**config.mk**
```make
export PLATFORM = sky130hd
export DESIGN_NAME = my_if_stream
export DESIGN_NICKNAME = d
export VERILOG_FILES = /design/src/rtl/my_if_stream.sv
export SDC_FILE = /design/constraint.sdc
export NUM_CORES = 1
export LEC_CHECK = 0
export CAP_MARGIN = 20
export CORE_UTILIZATION = 40
export CTS_BUF_LIST = sky130_fd_sc_hd__clkbuf_4
export DETAILED_ROUTE_END_ITERATION = 8
export PLACE_DENSITY = 0.61
export SLEW_MARGIN = 20
export SYNTH_ARGS = -nofsm -noshare
export SYNTH_HDL_FRONTEND = slang
export SYNTH_SLANG_ARGS = --single-unit
export TNS_END_PERCENT = 50
```
**constraint.sdc**
```tcl
create_clock -name clk -period 4.15 [get_ports clk]
set_input_delay 1.0375 -clock clk [delete_from_list [all_inputs] [get_ports clk]]
set_output_delay 1.0375 -clock clk [all_outputs]
set_load 0.03 [all_outputs]
```
**src/rtl/my_if_stream.sv**
```systemverilog
// my_if_stream: byte-stream source that idles, emits an incrementing burst
// under ready back-pressure, then waits in DONE for a restart pulse.
module my_if_stream #(
  parameter int DATA_W      = 8,
  parameter int START_DELAY = 10,
  parameter int BURST_LEN   = 10
) (
  input  logic                             clk,
  input  logic                             rst_n,
  input  logic                             ready,
  input  logic                             restart,
  output logic [DATA_W-1:0]                data,
  output logic                             valid,
  output logic                             done,
  output logic [$clog2(BURST_LEN+1)-1:0]   beat_cnt
);
  localparam int DW = $clog2(START_DELAY + 1);
  localparam int BW = $clog2(BURST_LEN + 1);
  localparam logic [DW-1:0] DLY_END = DW'(START_DELAY);
  localparam logic [BW-1:0] BL_LAST = BW'(BURST_LEN - 1);
  typedef enum logic [1:0] {S_WAIT, S_RUN, S_DONE} state_t;
  state_t            state_q, state_d;
  logic [DW-1:0]     dly_q, dly_d;
  logic [DATA_W-1:0] data_q, data_d;
  logic              valid_q, valid_d;
  logic              done_q, done_d;
  logic [BW-1:0]     beat_q, beat_d;
  always_comb begin
    state_d = state_q;
    dly_d   = dly_q;
    data_d  = data_q;
    valid_d = valid_q;
    done_d  = done_q;
    beat_d  = beat_q;
    case (state_q)
      S_WAIT: begin
        valid_d = 1'b0;
        dly_d   = (dly_q == DLY_END) ? dly_q : dly_q + 1'b1;
        // data continues from its held value, so bursts after restart carry on
        if (dly_q == DLY_END) begin
          state_d = S_RUN;
          data_d  = data_q + 1'b1;
          valid_d = 1'b1;
        end
      end
      S_RUN: if (ready) begin
        beat_d = beat_q + 1'b1;
        if (beat_q == BL_LAST) begin
          state_d = S_DONE;
          valid_d = 1'b0;
          done_d  = 1'b1;
        end else data_d = data_q + 1'b1;
      end
      S_DONE: if (restart) begin
        state_d = S_WAIT;
        dly_d   = '0;
        done_d  = 1'b0;
        beat_d  = '0;
      end
      default: state_d = S_WAIT;
    endcase
  end
  always_ff @(posedge clk or negedge rst_n) begin
    if (!rst_n) begin
      state_q <= S_WAIT;
      dly_q   <= '0;
      data_q  <= '0;
      valid_q <= 1'b0;
      done_q  <= 1'b0;
      beat_q  <= '0;
    end else begin
      state_q <= state_d;
      dly_q   <= dly_d;
      data_q  <= data_d;
      valid_q <= valid_d;
      done_q  <= done_d;
      beat_q  <= beat_d;
    end
  end
  assign data     = data_q;
  assign valid    = valid_q;
  assign done     = done_q;
  assign beat_cnt = beat_q;
endmodule

```
---- Yosys cells after proc, flatten, opt, wreduce, memory -nomap -nowiden ----
Cells that the tools add are included.
storage, ports and cells
  word-level logic and storage cells ...... 51
  bits in writable memories ............... 0
  memories ................................ 0
  bits in read-only memories .............. 0
  bits in latches ......................... 0
  input bits .............................. 4
  output and inout port bits .............. 14
  bits in registers ....................... 20
cells by class
  shift-type cells ........................ 0
  reductions and logical operators ........ 10
  add/sub/neg operators ................... 3
  $mul .................................... 0
  bitwise logic cells ..................... 0
  div/mod/pow operators ................... 0
  equal/unequal tests ..................... 10
  mux-type cells .......................... 22
  magnitude comparators ................... 0
operators with widths
  cell                                                                    number
  8-bit 2-to-1 mux                                                        3
  4-bit case mux with 2 select lines                                      2
  8-bit case mux with 2 select lines                                      1
  4-bit 2-to-1 mux                                                        3
  2-bit inequality test (second input constant)                           6
  4-bit AND reduction                                                     3
  3-bit AND reduction                                                     3
  4-bit by 1-bit adder with 4-bit output (second input constant)          2
  8-bit by 1-bit adder with 8-bit output (second input constant)          1
  4-bit equality test (second input constant)                             2
  2-bit 2-to-1 mux                                                        4
  1-bit 2-to-1 mux                                                        6
  2-bit case mux with 3 select lines                                      1
  2-bit nonzero test                                                      3
  1-bit case mux with 2 select lines                                      2
  2-bit by 1-bit equality test with 1-bit output (second input constant)  1
  2-bit equality test (second input constant)                             1
  2-bit logical NOT                                                       1

---- Longest topological paths before layout ----
Gate-level depths: netlist of run 1.
  depth in word-level cells ............... 4
  depth in mapped cells ................... 6
  mapped depth without buffers ............ 6

---- Least setup slack after synthesis of run 1 ----
OpenSTA, ideal clock, no wires.
  path kind ............................... input to register
  start point ............................. input port ready
  end point ............................... register data_q[1] (netlist: data[1])
  setup slack ............................. 2261 ps
  path buffers ............................ 0
  cell stages on the path ................. 3
  data arrival time ....................... 1764 ps
  library setup time ...................... 125 ps
  data required time ...................... 4025 ps
  cell sequence ........................... and3b_1 > o2bb2ai_4 > mux2_2
on the way
  cells in the longest elaborated chain, start to end .. 2
RTL lines
  what                             RTL line  text
  start: declaration               10        input logic ready,
  2-bit inequality test (no line)  --
  4-bit AND reduction (no line)    --
  end signal: assignment           74        data_q <= data_d;
  end: declaration                 24        logic [DATA_W-1:0] data_q, data_d;
No other way between the ends.
A chain may end at the register's enable or synchronous reset.

---- Final worst setup path of run 1 ----
  start point ............................. register beat_q[0] (netlist: beat_cnt[0])
  end point ............................... output port beat_cnt[0]
RTL lines
  what                      RTL line  text
  start: declaration        27        logic [BW-1:0] beat_q, beat_d;
  start signal: assignment  77        beat_q <= beat_d;
  end: declaration          15        output logic [$clog2(BURST_LEN+1)-1:0] beat_cnt
No word-level cell between the ends.

==> flow_summary.json, run 1 <==
{
  "status": "finished clean",
  "p_leak_nw": 0.533,
  "grt_pass1_wl_mm": 3.26,
  "io_buffers": 17,
  "slowest_stage": "clkdlybuf4s50_1",
  "fin_setup_tns_ps": 0,
  "finClkSkew_ps": 6.47,
  "wl_mm": 1.94,
  "antenna_cells": 0,
  "critical_path_arrival_ps": 1510,
  "place_area_mm2": 0.00122,
  "p_sw_share_pct": 41.9,
  "pwr-share-comb_pct": 45.4,
  "fp.coreArea_mm2": 0.00245,
  "setup_ws_ps": 1610,
  "fp.dieH_um": 52.9,
  "cts.htree.levels": 1,
  "grt_max_degree": 21,
  "seq_power_share_pct": 38.3,
  "crit_family": "buffers and inverters",
  "grt_antenna_before_repair": 0,
  "yosys_register_bits": 20,
  "hold_end": "done$_DFFE_PN0P_",
  "grt_pass1_vias": 719,
  "cap_violations": 0,
  "tightest_slew_ps": 878,
  "die_x_um": 52.9,
  "cts_buffers": 3,
  "die_area_mm2": 0.00279,
  "period_needed_ps": 2540,
  "p_clk_share_pct": 16.3,
  "final_area_mm2": 0.00127,
  "wire_per_inst_um": 12.9,
  "critPathBufInv": 1,
  "dp_hpwl_mm": 1.36,
  "clock_latency_ps": 320,
  "tritoncts": "yes",
  "switchingPower_w": 0.000418,
  "hold_buffers": 0,
  "rr_startpoint": "state_q[0]$_DFFE_PN0P_",
  "grt_use_total_pct": 17.0,
  "syn_avg_cell_area_um2": 10.1,
  "fmax_mhz": 393,
  "nFillCells": 235,
  "seq_area_um2": 500,
  "post_cts_buffers": 0,
  "vias_per_cell": 5.36,
  "hold_viol": 0,
  "setup_violations": 0,
  "multi_input_area_um2": 495,
  "postRouteAntennaNets": 0,
  "ir_drop_mv": 0.491,
  "reg2reg_slack_ps": 2450,
  "slew_violations": 0,
  "crit_type": "reg -> out",
  "post-place-ws_ps": 1650,
  "clk_pin_slew_ps": 110,
  "first_pass_iters": 5,
  "synth_area_mm2": 0.00103,
  "io_pins": 18,
  "worstPathRequired_ps": 3110,
  "slowest_delay_ps": 710,
  "cp-end-kind": "primary output",
  "numClockSinks": 20,
  "rows": 18,
  "areaGrowthSynthToFinish_pct": 23.2,
  "seq_area_frac_synth_pct": 48.4,
  "start_util_pct": 42.2,
  "worst_r2r_endpoint": "data[1]$_DFFE_PN0P_",
  "drt_iter0_drc": 16,
  "synthesis.instances": 102,
  "ys_types": 31,
  "start_kind": "register",
  "powerDensity_mw_per_mm2": 782,
  "worst-path-max-fanout": 7,
  "synth_nets": 111,
  "gp_congestion": 0.719,
  "min_path_cells": 2,
  "post-route-period-util_pct": 61.3,
  "gr-total-overflow": 0,
  "worstHoldPathType": "reg -> reg",
  "vias": 804,
  "rsz0062_at_grt": "false",
  "drc": 0,
  "hold_path_startpoint": "done$_DFFE_PN0P_",
  "relSlewSlack_pct": 41.3,
  "internal_power_w": 0.000579,
  "layout-drive-gt1-share_pct": 6.67,
  "cts_buffer_depth": 2,
  "cts_resized": 0,
  "clock-root-buffer": "clkbuf_4",
  "rr_worst_depth": 3,
  "yosysWarnings": 0,
  "num-nets-final": 130,
  "worstPathCellList": "clkdlybuf4s50_1"
}
==> cell usage after synthesis (all sizes together) <==
library cell,instances,area (um^2)
dfrtp,20,500
nand4,3,18.8
a311oi,2,17.5
and3b,1,8.76
mux2,1,11.3
ha,5,62.6
a31oi,1,6.26
clkbuf,1,3.75
and3,3,18.8
nand3,4,20.0
nand3b,2,15.0
or2,2,15.0
nor2,8,30.0
inv,5,18.8
o2bb2ai,1,27.5
xnor2,6,52.6
nand4b,1,8.76
and2,2,12.5
nand2b,1,6.26
a21oi,8,40.0
a211oi,2,15.0
o211ai,2,15.0
buf,2,16.3
nor3,2,10.0
nor2b,1,6.26
o31ai,1,7.51
nand2,7,26.3
xor2,1,8.76
o21ai,7,35.0
==> per-layer routing <==
layer	track usage (%)	routed length [um]
met1	22.0	889
met4	5.26	31
met5	0	0
met2	25.9	888
met3	6.61	131
==> through the flow <==
stage                     cells  total power (W)  util (%)  hold WS (ps)
after floorplan             102         0.000677         -           506
after global placement      146         0.000826      49.8           465
after detailed placement    146         0.000835      49.8           480
after CTS                   150          0.00100      51.9           504
after global routing        150          0.00107      51.9           516
final                       150         0.000997      51.9           498
==> final cells by class <==
class	instances	area share, %
inverter	5	1.47
tap	30	2.94
multi-input combinational	74	38.9
timing repair buffer	17	13.3
sequential	20	39.3
clock inverter	1	2.36
clock buffer	3	1.77
==> layout by cell type, fill, tap and decap left out, drive strengths merged, types with 2 or more instances in the layout <==
cell type / Yosys / final
a311oi: 2 / 2
nand3b: 2 / 2
a211oi: 2 / 2
dfrtp: 20 / 20
and3: 3 / 3
clkdlybuf4s50: 0 / 17
inv: 5 / 5
nand3: 4 / 4
o21ai: 7 / 7
ha: 5 / 5
o211ai: 2 / 2
nand4: 3 / 3
clkbuf: 1 / 3
nand2: 7 / 7
nor2: 8 / 8
xnor2: 6 / 6
or2: 2 / 2
and2: 2 / 2
nor3: 2 / 2
a21oi: 8 / 8
==> worst max-delay path by stage <==
stage                             from                  end  slack [ps]  cells past startpoint
2_1_floorplan                    ready  data[1]$_DFFE_PN0P_        2260                      3
3_3_place_gp                     ready  data[1]$_DFFE_PN0P_        1680                      4
3_5_place_dp                     ready  data[1]$_DFFE_PN0P_        1650                      4
4_1_cts        beat_cnt[0]$_DFFE_PN0P_          beat_cnt[0]        1600                      1
5_1_grt        beat_cnt[0]$_DFFE_PN0P_          beat_cnt[0]        1530                      1
6_report       beat_cnt[0]$_DFFE_PN0P_          beat_cnt[0]        1610                      1
==> registers in the layout, indices dropped and copies added (netlist names) <==
register / flops
beat_cnt: 4
valid: 1
state_q: 2
dly_q: 4
done: 1
data: 8
==> power by group through the flow <==
stage,Sequential (W),Combinational (W),Clock (W)
6_report,0.000381,0.000453,0.000163
3_5_place_dp,0.000384,0.000451,0
3_3_place_gp,0.000381,0.000445,0
4_1_cts,0.000381,0.000455,0.000168
5_1_grt,0.000400,0.000494,0.000178
2_1_floorplan,0.000453,0.000224,0
==> kinds of logic after synthesis <==
kind of cell,synth area share [%]
compound gates,15.8
xor+xnor,5.93
simple gates,19.0
flops,48.4
fa+ha+maj,6.05
mux,1.09
buf+inv,3.75
(Power assumes the default switching activity.)
==> inputs of run 2 (changes only) <==
Clock period 4.15 ns to 2.4 ns, I/O delays scaled along.
==> run 2 against run 1 <==
Against the previous run: sequential cell count did not move; critical path depth did not move; via count fell by 1.6%; clock power down 6%; design area shrank 1.8%; non-clock buffer count grew 1; utilization decreased by 0.92 points; power is 60% higher; critical endpoint unchanged.
==> flow_summary.json, run 2 (synthesis results as in run 1) <==
{
  "period_needed_ps": 2090,
  "rows": 18,
  "min_path_cells": 1,
  "first_pass_iters": 4,
  "nFillCells": 240,
  "p_clk_share_pct": 9.7,
  "critPathBufInv": 1,
  "slowest_stage": "clkdlybuf4s50_1",
  "grt_use_total_pct": 16.6,
  "p_leak_nw": 0.524,
  "die_x_um": 52.9,
  "start_kind": "register",
  "post-route-period-util_pct": 86.9,
  "grt_pass1_vias": 735,
  "cts_buffers": 3,
  "antenna_cells": 0,
  "grt_antenna_before_repair": 0,
  "die_area_mm2": 0.00279,
  "hold_slack_ps": 486,
  "tightest_slew_ps": 566,
  "largest_register_ffs": 8,
  "seq_area_um2": 500,
  "slew_violations": 0,
  "gr-total-overflow": 0,
  "slowest_delay_ps": 720,
  "hold_path_startpoint": "data[7]$_DFFE_PN0P_",
  "cts_buffer_depth": 2,
  "crit_family": "buffers and inverters",
  "multi_input_area_um2": 495,
  "crit_type": "reg -> out",
  "reg2reg_slack_ps": 690,
  "finClkSkew_ps": 1.72,
  "critical_path_arrival_ps": 1490,
  "num-nets-final": 131,
  "fp.coreArea_mm2": 0.00245,
  "rr_startpoint": "state_q[0]$_DFFE_PN0P_",
  "grt_pass1_wl_mm": 3.31,
  "rsz0062_at_grt": "false",
  "internal_power_w": 0.000889,
  "powerDensity_mw_per_mm2": 1270,
  "cts_resized": 0,
  "worst_r2r_endpoint": "data[1]$_DFFE_PN0P_",
  "switchingPower_w": 0.000701,
  "fin_setup_tns_ps": 0,
  "hold_viol": 0,
  "cap_violations": 0,
  "vias": 791,
  "worstPathCellList": "clkdlybuf4s50_1",
  "io_pins": 18,
  "fmax_mhz": 479,
  "worstHoldPathType": "reg -> reg",
  "relSlewSlack_pct": 62.3,
  "fp.dieH_um": 52.9,
  "layout-drive-gt1-share_pct": 6.67,
  "io_buffers": 17,
  "start_util_pct": 42.2,
  "worst-path-max-fanout": 7,
  "cp-end-kind": "primary output",
  "wl_mm": 1.93,
  "clock_latency_ps": 290,
  "seq_power_share_pct": 41.5,
  "grt_max_degree": 21,
  "clock-root-buffer": "clkbuf_4",
  "drt_iter0_drc": 7,
  "areaGrowthSynthToFinish_pct": 21.0,
  "gp_congestion": 0.705,
  "pwr-share-comb_pct": 48.8,
  "tritoncts": "yes",
  "p_sw_share_pct": 44.1,
  "cts.htree.levels": 1,
  "rr_worst_depth": 3,
  "vias_per_cell": 5.27,
  "setup_violations": 0,
  "status": "finished clean",
  "postRouteAntennaNets": 0,
  "post_cts_buffers": 0,
  "hold_buffers": 0,
  "drc": 0,
  "final_cell_mix": "dfrtp_1 (20), clkdlybuf4s50_1 (17), nor2_1 (8), a21oi_1 (8)",
  "hold_end": "data[7]$_DFFE_PN0P_",
  "clk_pin_slew_ps": 110,
  "wire_per_inst_um": 12.9,
  "mostFrequentLayoutCell": "dfrtp_1",
  "worstPathRequired_ps": 1800,
  "ir_drop_mv": 0.763,
  "numClockSinks": 20,
  "dp_hpwl_mm": 1.39
}
[run 2: changes by cell type in the layout (fill, tap and decap cells not counted)]
| cell | before | now |
|---|---|---|
| buf_4 | 0 | 1 |
| bufinv_16 | 1 | 0 |
[run 2: power groups by stage]
stage | sequential [W] | clock [W] | combinational, W
global placement | 0.000658 | 0 | 0.000770
detailed placement | 0.000668 | 0 | 0.000784
finish | 0.000660 | 0.000154 | 0.000776
CTS | 0.000661 | 0.000160 | 0.000788
floorplan | 0.000783 | 0 | 0.000388
global route | 0.000688 | 0.000172 | 0.000861
[run 2: how the worst max path moves through the flow]
stage	from	end	depth (start not counted)
5_1_grt	beat_cnt[0]$_DFFE_PN0P_	beat_cnt[0]	1
3_5_place_dp	ready	data[1]$_DFFE_PN0P_	4
2_1_floorplan	beat_cnt[1]$_DFFE_PN0P_	data[1]$_DFFE_PN0P_	5
3_3_place_gp	ready	data[1]$_DFFE_PN0P_	4
6_report	beat_cnt[0]$_DFFE_PN0P_	beat_cnt[0]	1
4_1_cts	beat_cnt[0]$_DFFE_PN0P_	beat_cnt[0]	1
[run 2: area by class of cell]
type                            count  share of cell area [%]
Tap cell                           30                    3.00
Sequential cell                    20                    40.0
Timing Repair Buffer               18                    14.2
Inverter                            5                    1.50
Multi-Input combinational cell     74                    39.6
Clock buffer                        3                    1.80
[run 2: metal layers]
| layer | vias to the layer above | GRT usage [%] | wire length, um |
|---|---|---|---|
| li1 | 399 | - | - |
| met1 | 369 | 22.3 | 955 |
| met2 | 19 | 25.7 | 862 |
| met3 | 4 | 2.59 | 79 |
| met4 | 0 | 7.89 | 36 |
| met5 | - | 0 | 0 |
[run 2: stage by stage]
step	area, um^2	setup WS [ps]	std cells	utilization [%]	power, W
2_1_floorplan	1030	822	102	-	0.00117
3_3_place_gp	1230	368	147	50.1	0.00143
3_5_place_dp	1230	334	147	50.1	0.00145
4_1_cts	1250	299	150	51.0	0.00161
5_1_grt	1250	277	150	51.0	0.00172
6_report	1250	314	150	51.0	0.00159
